--- config.mk ---
export PLATFORM = sky130hd
export DESIGN_NAME = fetch_stage_flat
export DESIGN_NICKNAME = d
export VERILOG_FILES = /design/src/rtl/fetch_stage_if.sv /design/src/rtl/fetch_stage.sv /design/src/flat_wrapper.sv
export SDC_FILE = /design/constraint.sdc
export NUM_CORES = 1
export LEC_CHECK = 0
export CORE_ASPECT_RATIO = 0.6
export CORE_MARGIN = 8
export CORE_UTILIZATION = 35
export CTS_CLUSTER_DIAMETER = 200
export DETAILED_ROUTE_END_ITERATION = 8
export DONT_BUFFER_PORTS = 1
export SYNTH_ARGS = -nofsm -noshare
export SYNTH_HDL_FRONTEND = slang
export SYNTH_SLANG_ARGS = --single-unit
--- constraint.sdc ---
create_clock -name clk -period 2.3 [get_ports clk]
set_clock_uncertainty 0.2 [all_clocks]
set_input_delay 0.46 -clock clk [delete_from_list [all_inputs] [get_ports clk]]
set_output_delay 0.46 -clock clk [all_outputs]
set_load 0.03 [all_outputs]
--- src/rtl/fetch_stage_if.sv ---
// Handshake bundle between the fetch stage, its instruction memory and the decode stage.
// The slave side is the fetch stage itself; the master side drives control and memory data.
interface fetch_stage_if;
   logic        stall;
   logic        flush;
   logic        branch_taken;
   logic [31:0] branch_target;
   logic        jump;
   logic [31:0] jump_target;
   logic [31:0] instruction;
   logic [31:0] pc;
   logic [31:0] if_id_instr;
   logic [31:0] if_id_pc4;
   logic        if_id_valid;
   logic        halted;
   logic        misaligned;
   logic [15:0] fetch_count;

   modport master (
      output stall, flush, branch_taken, branch_target, jump, jump_target, instruction,
      input  pc, if_id_instr, if_id_pc4, if_id_valid, halted, misaligned, fetch_count
   );

   modport slave (
      input  stall, flush, branch_taken, branch_target, jump, jump_target, instruction,
      output pc, if_id_instr, if_id_pc4, if_id_valid, halted, misaligned, fetch_count
   );
endinterface

--- src/rtl/fetch_stage.sv ---
// MIPS instruction-fetch stage: owns the PC, fills the IF/ID register, handles
// stall/flush/branch/jump redirects and halts once the PC passes the last programmed word.
module fetch_stage #(
   parameter logic [31:0] RESET_PC = 32'h0000_0000,
   parameter logic [31:0] LAST_PC  = 32'h0000_0024,
   parameter logic [31:0] NOP      = 32'h0000_0000
) (
   input logic           clk,
   input logic           rst_n,
   fetch_stage_if.slave  io_fs
);

   typedef enum logic [0:0] {StRun, StHalt} state_e;

   state_e      r_state;
   state_e      w_state_d;
   logic [31:0] r_pc;
   logic [31:0] w_pc_d;
   logic [31:0] r_instr;
   logic [31:0] w_instr_d;
   logic [31:0] r_pc4;
   logic [31:0] w_pc4_d;
   logic        r_valid;
   logic        w_valid_d;
   logic        r_mis;
   logic        w_mis_d;
   logic [15:0] r_cnt;
   logic [15:0] w_cnt_d;

   logic        w_redirect;
   logic [31:0] w_target;
   logic [31:0] w_pc_plus4;
   logic        w_bubble;

   assign w_redirect = io_fs.jump | io_fs.branch_taken;
   assign w_target   = io_fs.jump ? io_fs.jump_target : io_fs.branch_target;
   assign w_pc_plus4 = r_pc + 32'd4;

   // Priority: redirect > stall > halt check > normal fetch.
   always_comb begin
      w_state_d = r_state;
      w_pc_d    = r_pc;
      w_instr_d = r_instr;
      w_pc4_d   = r_pc4;
      w_valid_d = r_valid;
      w_mis_d   = r_mis;
      w_cnt_d   = r_cnt;
      w_bubble  = 1'b0;

      unique case (r_state)
         StRun: begin
            if (w_redirect) begin
               w_pc_d   = w_target & ~32'h3;
               w_bubble = 1'b1;
               if (w_target[1:0] != 2'b00) begin
                  w_mis_d = 1'b1;
               end
            end else if (io_fs.stall) begin
               w_bubble = io_fs.flush;
            end else if (r_pc > LAST_PC) begin
               w_bubble  = 1'b1;
               w_state_d = StHalt;
            end else begin
               w_pc_d = w_pc_plus4;
               if (io_fs.flush) begin
                  w_bubble = 1'b1;
               end else begin
                  w_instr_d = io_fs.instruction;
                  w_pc4_d   = w_pc_plus4;
                  w_valid_d = 1'b1;
                  if (r_cnt != 16'hFFFF) begin
                     w_cnt_d = r_cnt + 16'd1;
                  end
               end
            end
         end
         StHalt: begin
            w_bubble = 1'b1;
         end
      endcase

      // A bubble leaves if_id_pc4 untouched.
      if (w_bubble) begin
         w_instr_d = NOP;
         w_valid_d = 1'b0;
      end
   end

   always_ff @(posedge clk or negedge rst_n) begin
      if (!rst_n) begin
         r_state <= StRun;
         r_pc    <= RESET_PC;
         r_instr <= NOP;
         r_pc4   <= 32'h0;
         r_valid <= 1'b0;
         r_mis   <= 1'b0;
         r_cnt   <= 16'h0;
      end else begin
         r_state <= w_state_d;
         r_pc    <= w_pc_d;
         r_instr <= w_instr_d;
         r_pc4   <= w_pc4_d;
         r_valid <= w_valid_d;
         r_mis   <= w_mis_d;
         r_cnt   <= w_cnt_d;
      end
   end

   assign io_fs.pc          = r_pc;
   assign io_fs.if_id_instr = r_instr;
   assign io_fs.if_id_pc4   = r_pc4;
   assign io_fs.if_id_valid = r_valid;
   assign io_fs.halted      = (r_state == StHalt);
   assign io_fs.misaligned  = r_mis;
   assign io_fs.fetch_count = r_cnt;

endmodule

--- src/flat_wrapper.sv ---
// flat-port wrapper written by rule: the top's interface ports become plain ports
module fetch_stage_flat 
#(
   parameter logic [31:0] RESET_PC = 32'h0000_0000,
   parameter logic [31:0] LAST_PC  = 32'h0000_0024,
   parameter logic [31:0] NOP      = 32'h0000_0000
)
  (clk, rst_n, io_fs_stall, io_fs_flush, io_fs_branch_taken, io_fs_branch_target, io_fs_jump, io_fs_jump_target, io_fs_instruction, io_fs_pc, io_fs_if_id_instr, io_fs_if_id_pc4, io_fs_if_id_valid, io_fs_halted, io_fs_misaligned, io_fs_fetch_count);
  fetch_stage_if io_fs_i ();
  input logic clk;
  input logic rst_n;
  input wire logic [$bits(io_fs_i.stall)-1:0] io_fs_stall;
  input wire logic [$bits(io_fs_i.flush)-1:0] io_fs_flush;
  input wire logic [$bits(io_fs_i.branch_taken)-1:0] io_fs_branch_taken;
  input wire logic [$bits(io_fs_i.branch_target)-1:0] io_fs_branch_target;
  input wire logic [$bits(io_fs_i.jump)-1:0] io_fs_jump;
  input wire logic [$bits(io_fs_i.jump_target)-1:0] io_fs_jump_target;
  input wire logic [$bits(io_fs_i.instruction)-1:0] io_fs_instruction;
  output wire logic [$bits(io_fs_i.pc)-1:0] io_fs_pc;
  output wire logic [$bits(io_fs_i.if_id_instr)-1:0] io_fs_if_id_instr;
  output wire logic [$bits(io_fs_i.if_id_pc4)-1:0] io_fs_if_id_pc4;
  output wire logic [$bits(io_fs_i.if_id_valid)-1:0] io_fs_if_id_valid;
  output wire logic [$bits(io_fs_i.halted)-1:0] io_fs_halted;
  output wire logic [$bits(io_fs_i.misaligned)-1:0] io_fs_misaligned;
  output wire logic [$bits(io_fs_i.fetch_count)-1:0] io_fs_fetch_count;
  assign io_fs_i.stall = io_fs_stall;
  assign io_fs_i.flush = io_fs_flush;
  assign io_fs_i.branch_taken = io_fs_branch_taken;
  assign io_fs_i.branch_target = io_fs_branch_target;
  assign io_fs_i.jump = io_fs_jump;
  assign io_fs_i.jump_target = io_fs_jump_target;
  assign io_fs_i.instruction = io_fs_instruction;
  assign io_fs_pc = io_fs_i.pc;
  assign io_fs_if_id_instr = io_fs_i.if_id_instr;
  assign io_fs_if_id_pc4 = io_fs_i.if_id_pc4;
  assign io_fs_if_id_valid = io_fs_i.if_id_valid;
  assign io_fs_halted = io_fs_i.halted;
  assign io_fs_misaligned = io_fs_i.misaligned;
  assign io_fs_fetch_count = io_fs_i.fetch_count;
  fetch_stage #(.RESET_PC(RESET_PC), .LAST_PC(LAST_PC), .NOP(NOP)) u_core (.clk(clk), .rst_n(rst_n), .io_fs(io_fs_i));
endmodule
==> flow_metrics.env, run 1 <==
export IMPL_critical_path_max_stage_delay_ns=0.41
export IMPL_final_layout_size_suffix_gt1_share_pct=21.1
export IMPL_yosys_area_top_type="sky130_fd_sc_hd__dfrtp_1"
export IMPL_synth_most_common_cell="sky130_fd_sc_hd__dfrtp_1"
export IMPL_synthCells=411
export IMPL_ys_top_cells_by_count="sky130_fd_sc_hd__dfrtp_1 (111), sky130_fd_sc_hd__a21oi_1 (36), sky130_fd_sc_hd__nor2_1 (35), sky130_fd_sc_hd__a22o_1 (32), sky130_fd_sc_hd__nor2b_1 (29)"
export IMPL_report_final_hold_viol_count=111
export IMPL_critical_path_startpoint_type="register"
export IMPL_cts_sinks=111
export IMPL_power_static_leakage_nw=2.79
export IMPL_initial_core_util_pct=36.3
export IMPL_rsz0062_at_grt="true"
export IMPL_seqCellArea_mm2=0.00278
export IMPL_area_delta_synth_final_pct=21.6
export IMPL_nets_finish=570
export IMPL_netlist_area_mm2=0.00471
export IMPL_dpl_instance_area_mm2=0.00531
export IMPL_max_root_sink_buffers=2
export IMPL_grt_overflow=0
export IMPL_multiInputGateArea_mm2=0.00182
export IMPL_die_w_um=166
export IMPL_drcViolationCount=0
export IMPL_grt_pass1_vias=3602
export IMPL_std_cell_rows=32
export IMPL_worst_slew_pin_transition_ns=1.03
export IMPL_grt_antenna_before_repair=0
export IMPL_drt_initial_drc_count=199
export IMPL_core_region_area_mm2=0.0130
export IMPL_synth_seq_area_share_pct=59.0
export IMPL_hold_path_class="primary input to async pin"
export IMPL_worst_hold_slack_ns=-0.390
export IMPL_die_h_um=106
export IMPL_synth_area_leaders="sky130_fd_sc_hd__dfrtp_1 (59%), sky130_fd_sc_hd__a22o_1 (6.0%), sky130_fd_sc_hd__a22oi_1 (4.0%), sky130_fd_sc_hd__nor2b_1 (3.9%), sky130_fd_sc_hd__a21oi_1 (3.8%)"
export IMPL_global_route_usage_total_pct=14.7
export IMPL_cts_tree="yes"
export IMPL_post_route_period_util_pct=95.6
export IMPL_top_flip_flop_cell_by_instance_count_after_synthesis="sky130_fd_sc_hd__dfrtp_1"
export IMPL_syn_avg_cell_area_um2=11.5
export IMPL_max_slew_margin_rel_pct=30.8
export IMPL_count_of_port_buffers_added_during_placement=0
export IMPL_ir_drop_mv=0.325
export IMPL_finalSetupTns_ns=0
export IMPL_post_synth_top_area_fraction_pct=59.0
export IMPL_timing_max_cap_violations=0
export IMPL_total_power_mw=3.54
export IMPL_r2r_worst_path_cells=6
export IMPL_critical_path_class="register to register"
export IMPL_route_vias_total=3435
export IMPL_cp_max_fo=5
export IMPL_outcome="complete, but fails checks"
export IMPL_pin_count_of_the_biggest_net_entering_global_routing=112
export IMPL_final_cell_area_mm2=0.00572
export IMPL_number_of_flip_flops_and_latches_in_the_synthesized_netlist=111
export IMPL_fillers=1247
export IMPL_vias_per_cell=5.38
export IMPL_wire_length_of_the_first_global_routing_pass_mm=21.0
export IMPL_report_final_slew_viol_count=0
export IMPL_timing_critical_path_to_type="register"
export IMPL_synth_enable_flop_cells=0
export IMPL_dieArea_mm2=0.0175
export IMPL_clock_tree_root_cell="sky130_fd_sc_hd__clkbuf_16"
export IMPL_place_hpwl_mm=10.0
export IMPL_number_of_distinct_standard_cells_referenced_by_the_synthesized_netlist=39
export IMPL_drt_first_pass_iters=4
export IMPL_cts_htree_levels=3
export IMPL_crit_required_ns=2.33
export IMPL_worst_skew_pair_late_latency_ns=0.34
export IMPL_critical_path_most_common_cell="sky130_fd_sc_hd__nor4_4"
export IMPL_power_per_cell_area_mw_per_mm2=619
export IMPL_antenna_cells=0
export IMPL_placedCellCount=620
export IMPL_period_needed_ns=2.20
export IMPL_clk_pin_slew_ns=0.07
export IMPL_routability_congestion_estimate_from_global_placement=0.811
export IMPL_crit_arrival_ns=2.22
export IMPL_timing_fmax_ghz=0.455
export IMPL_setup_viol=0
export IMPL_violations="negative hold slack"
export IMPL_synthArstFlopShare_pct=100
export IMPL_non_filler_instance_count_after_layout=639
export IMPL_crit_slowest_cell="sky130_fd_sc_hd__dfrtp_1"
export IMPL_crit_path_cell_trace="nor4_4 > nand4_2 > nor4_4 > buf_6 > and2b_1 > mux2_4"
export IMPL_postRouteWirelength_mm=13.6
export IMPL_wl_per_cell_um=21.3
export IMPL_floorplan_io_pins=217
export IMPL_cts_buffer_count=9
export IMPL_antenna_left=0
export IMPL_yosys_warnings=0
kinds of logic after synthesis:
| group | Yosys count | synth area share [%] |
|---|---|---|
| AOI/OAI and AO/OA | 112 | 16.6 |
| buffers and inverters | 36 | 3.77 |
| adders and majority gates | 4 | 1.06 |
| muxes | 7 | 1.62 |
| xor gates and xnor gates | 18 | 3.35 |
| other | 1 | 0.0797 |
| DFF | 111 | 59.0 |
| and+or+nand+nor | 122 | 14.5 |
layer usage:
layer  wire length, µm  global-route usage [%]
met2              6110                    22.6
met4                70                    2.50
met1              6190                    19.2
met5                 0                       0
met3              1230                    6.34
report_power, final:
group | switching [mW] | internal (mW) | leakage (nW)
clock | 0.681 | 0.831 | 0.142
combinational | 0.0414 | 0.0294 | 1.11
sequential | 0.00452 | 1.95 | 1.54
total | 0.727 | 2.81 | 2.79
cell usage in the layout (no fill, tap or decap), drive strengths merged, types with 5 or more instances in the layout:
master	count
nand2	9
a22o	32
buf	65
nor2	35
and3	5
nand3	12
a21oi	36
mux2	5
dfrtp	111
nor4	8
xnor2	15
clkbuf	15
a22oi	25
inv	9
nand4	15
o21ai	9
nor2b	29
final timing paths:
kind                                                 to           startpoint  slack [ns]
min                                 u_core.io_fs.pc[25]                rst_n       -0.39
min in group clk                    u_core.io_fs.halted          io_fs_stall        0.04
max                         u_core.io_fs.fetch_count[1]  u_core.io_fs.pc[21]        0.10
max reg2reg                 u_core.io_fs.fetch_count[1]  u_core.io_fs.pc[21]        0.10
min reg2reg                         u_core.io_fs.halted  u_core.io_fs.halted        0.39
max in group asynchronous  u_core.io_fs.if_id_instr[14]                rst_n        2.15
area by class of cell:
type                            count  share of cell area (%)
Multi-Input combinational cell    267                    31.8
Clock buffer                       13                    4.72
Inverter                            8                   0.525
Clock inverter                      3                   0.437
Sequential cell                   111                    48.5
Tap cell                          170                    3.72
Timing Repair Buffer               67                    10.3
sequential cells by signal, indices dropped and copies added, names as in the netlist:
signal,cells
u_core.io_fs.pc,30
u_core.io_fs.if_id_pc4,30
u_core.io_fs.if_id_instr,32
u_core.io_fs.halted,1
u_core.io_fs.misaligned,1
u_core.io_fs.fetch_count,16
u_core.io_fs.if_id_valid,1
metrics by stage:
step	utilization [%]	setup WS [ns]
2_1_floorplan	-	0.0260
3_5_place_dp	40.9	-0.0394
6_report	44.1	0.102
5_1_grt	44.1	-0.0165
3_3_place_gp	40.9	-0.0366
4_1_cts	43.3	0.0138
worst max-delay path, delay by kind of cell (launching register included):
family	cells	cell delay (ns)
multiplexers	1	0.30
buffers and inverters	1	0.17
AND/OR/NAND/NOR	4	1.01
flip-flops	1	0.41
timing repair:
| item | CTS | global route |
|---|---|---|
| setup endpoints to repair | 15 | 66 |
| pin swaps | 0 | 3 |
| resized for setup | 2 | 8 |
| gates cloned | 0 | 2 |
| hold endpoints to repair | 111 | 111 |
| setup buffers | 0 | 1 |
Power figures use the tool's default switching activity.
==> run 2, diff against run 1 <==
--- a/config.mk
+++ b/config.mk
@@ -7,7 +7,7 @@
 export LEC_CHECK = 0
 export CORE_ASPECT_RATIO = 0.6
 export CORE_MARGIN = 8
-export CORE_UTILIZATION = 35
+export CORE_UTILIZATION = 30
 export CTS_CLUSTER_DIAMETER = 200
 export DETAILED_ROUTE_END_ITERATION = 8
 export DONT_BUFFER_PORTS = 1
==> flow_metrics.env, run 2 (synthesis results as in run 1) <==
export IMPL_outcome="complete, but fails checks"
export IMPL_violations="negative hold slack"
export IMPL_postRouteWirelength_mm=14.8
export IMPL_die_w_um=178
export IMPL_routability_congestion_estimate_from_global_placement=0.804
export IMPL_worst_skew_pair_late_latency_ns=0.35
export IMPL_cts_sinks=111
export IMPL_critical_path_class="register to register"
export IMPL_core_region_area_mm2=0.0153
export IMPL_grt_pass1_vias=3685
export IMPL_drt_initial_drc_count=228
export IMPL_std_cell_rows=35
export IMPL_route_vias_total=3562
export IMPL_worst_hold_slack_ns=-0.401
export IMPL_period_needed_ns=2.28
export IMPL_rsz0062_at_grt="true"
export IMPL_cts_buffer_count=9
export IMPL_dieArea_mm2=0.0201
export IMPL_initial_core_util_pct=30.7
export IMPL_cts_tree="yes"
export IMPL_wire_length_of_the_first_global_routing_pass_mm=21.7
export IMPL_cts_hold_buf=1
export IMPL_nets_finish=587
export IMPL_timing_max_cap_violations=0
export IMPL_ir_drop_mv=0.372
export IMPL_report_final_slew_viol_count=0
export IMPL_crit_required_ns=2.34
export IMPL_placedCellCount=655
export IMPL_crit_arrival_ns=2.32
export IMPL_grt_antenna_before_repair=0
export IMPL_area_delta_synth_final_pct=28.1
export IMPL_die_h_um=113
export IMPL_global_route_usage_total_pct=13.7
export IMPL_cp_max_fo=3
export IMPL_clock_tree_root_cell="sky130_fd_sc_hd__clkbuf_16"
export IMPL_pin_count_of_the_biggest_net_entering_global_routing=112
export IMPL_drt_first_pass_iters=5
export IMPL_setup_viol=0
export IMPL_max_reg_flops=32
export IMPL_most_common_layout_cells="sky130_fd_sc_hd__dfrtp_1 (111), sky130_fd_sc_hd__buf_4 (68), sky130_fd_sc_hd__a21oi_1 (36)"
export IMPL_final_layout_size_suffix_gt1_share_pct=24.3
export IMPL_antenna_left=0
export IMPL_final_common_cell="sky130_fd_sc_hd__dfrtp_1"
export IMPL_power_per_cell_area_mw_per_mm2=596
export IMPL_clk_pin_slew_ns=0.08
export IMPL_utilization_of_the_core_after_routing_pct=39.3
export IMPL_max_root_sink_buffers=2
export IMPL_max_slew_margin_rel_pct=32.2
export IMPL_power_static_leakage_nw=2.92
export IMPL_non_filler_instance_count_after_layout=689
export IMPL_hold_path_class="primary input to async pin"
export IMPL_wl_per_cell_um=21.4
export IMPL_post_route_period_util_pct=99.2
export IMPL_drcViolationCount=0
export IMPL_worst_slew_pin_transition_ns=1.01
export IMPL_vias_per_cell=5.17
export IMPL_place_hpwl_mm=10.7
export IMPL_timing_critical_path_to_type="register"
export IMPL_timing_fmax_ghz=0.438
export IMPL_report_final_hold_viol_count=111
export IMPL_finalSetupTns_ns=0
export IMPL_critical_path_startpoint_type="register"
export IMPL_total_power_mw=3.59
export IMPL_cts_htree_levels=3
export IMPL_count_of_port_buffers_added_during_placement=0
export IMPL_antenna_cells=0
export IMPL_grt_overflow=0
export IMPL_floorplan_io_pins=217
[run 2: worst paths after layout]
kind / depth (start not counted) / from / to / slack (ns)
worst min-delay path: 0 / rst_n / u_core.io_fs.if_id_instr[18] / -0.40
worst max-delay path: 6 / u_core.io_fs.pc[10] / u_core.io_fs.fetch_count[1] / 0.02
max in group asynchronous: 0 / rst_n / u_core.io_fs.if_id_pc4[9] / 2.04
worst max register to register: 6 / u_core.io_fs.pc[10] / u_core.io_fs.fetch_count[1] / 0.02
min in group clk: 1 / io_fs_branch_taken / u_core.io_fs.halted / 0.02
worst min register to register: 2 / u_core.io_fs.pc[3] / u_core.io_fs.pc[3] / 0.42
[run 2: layout make-up]
type,instances,area (µm²)
sequential,111,2780
tap,203,254
fill,1496,9300
timing repair buffer,84,822
clock buffer,9,225
inverter,8,30.0
multi-input combinational,267,1840
clock inverter,7,77.6
[run 2: power breakdown]
group / leakage (nW) / internal (mW) / switching [mW] / total (mW)
clock network: 0.149 / 0.774 / 0.787 / 1.56
logic: 1.24 / 0.0314 / 0.0437 / 0.0751
registers: 1.54 / 1.95 / 0.00436 / 1.96
[run 2: metrics by stage]
| step | worst slack, ns | area [µm²] |
|---|---|---|
| global route | -0.0854 | 6030 |
| CTS | 0.0125 | 5710 |
| finish | 0.0182 | 6030 |
| detailed placement | -0.0352 | 5380 |
| global placement | -0.0233 | 5380 |
| floorplan | 0.0260 | 4720 |
[run 2: critical path: stages, from the launching register on]
cell                      delay, ns
sky130_fd_sc_hd__dfrtp_1       0.41
sky130_fd_sc_hd__nor4_4        0.36
sky130_fd_sc_hd__nand4_2       0.19
sky130_fd_sc_hd__nor4_4        0.38
sky130_fd_sc_hd__buf_4         0.18
sky130_fd_sc_hd__and2b_1       0.16
sky130_fd_sc_hd__mux2_4        0.30
[run 2: timing repair]
| item | CTS | global route |
|---|---|---|
| gates cloned | 0 | 7 |
| endpoints found under the setup margin | 49 | 91 |
| pin swaps | 0 | 18 |
| gates resized for setup | 3 | 24 |
| endpoints found under the hold margin | 112 | 111 |
| setup buffers | 0 | 10 |
[run 2: per-layer routing]
metal | part of all wire (%) | up-vias | routed length (µm) | GRT usage, %
li1 | - | 1618 | - | -
met5 | 0 | - | 0 | 0
met1 | 45 | 1747 | 6600 | 18.3
met2 | 43 | 177 | 6370 | 19.7
met3 | 11 | 20 | 1610 | 5.82
met4 | 1.2 | 0 | 184 | 3.87
==> run 3, diff against run 2 <==
--- a/config.mk
+++ b/config.mk
@@ -5,6 +5,7 @@
 export SDC_FILE = /design/constraint.sdc
 export NUM_CORES = 1
 export LEC_CHECK = 0
+export CAP_MARGIN = 20
 export CORE_ASPECT_RATIO = 0.6
 export CORE_MARGIN = 8
 export CORE_UTILIZATION = 30
==> results of run 3 <==
Final layout, timing and power as in run 2 (identical DEF).
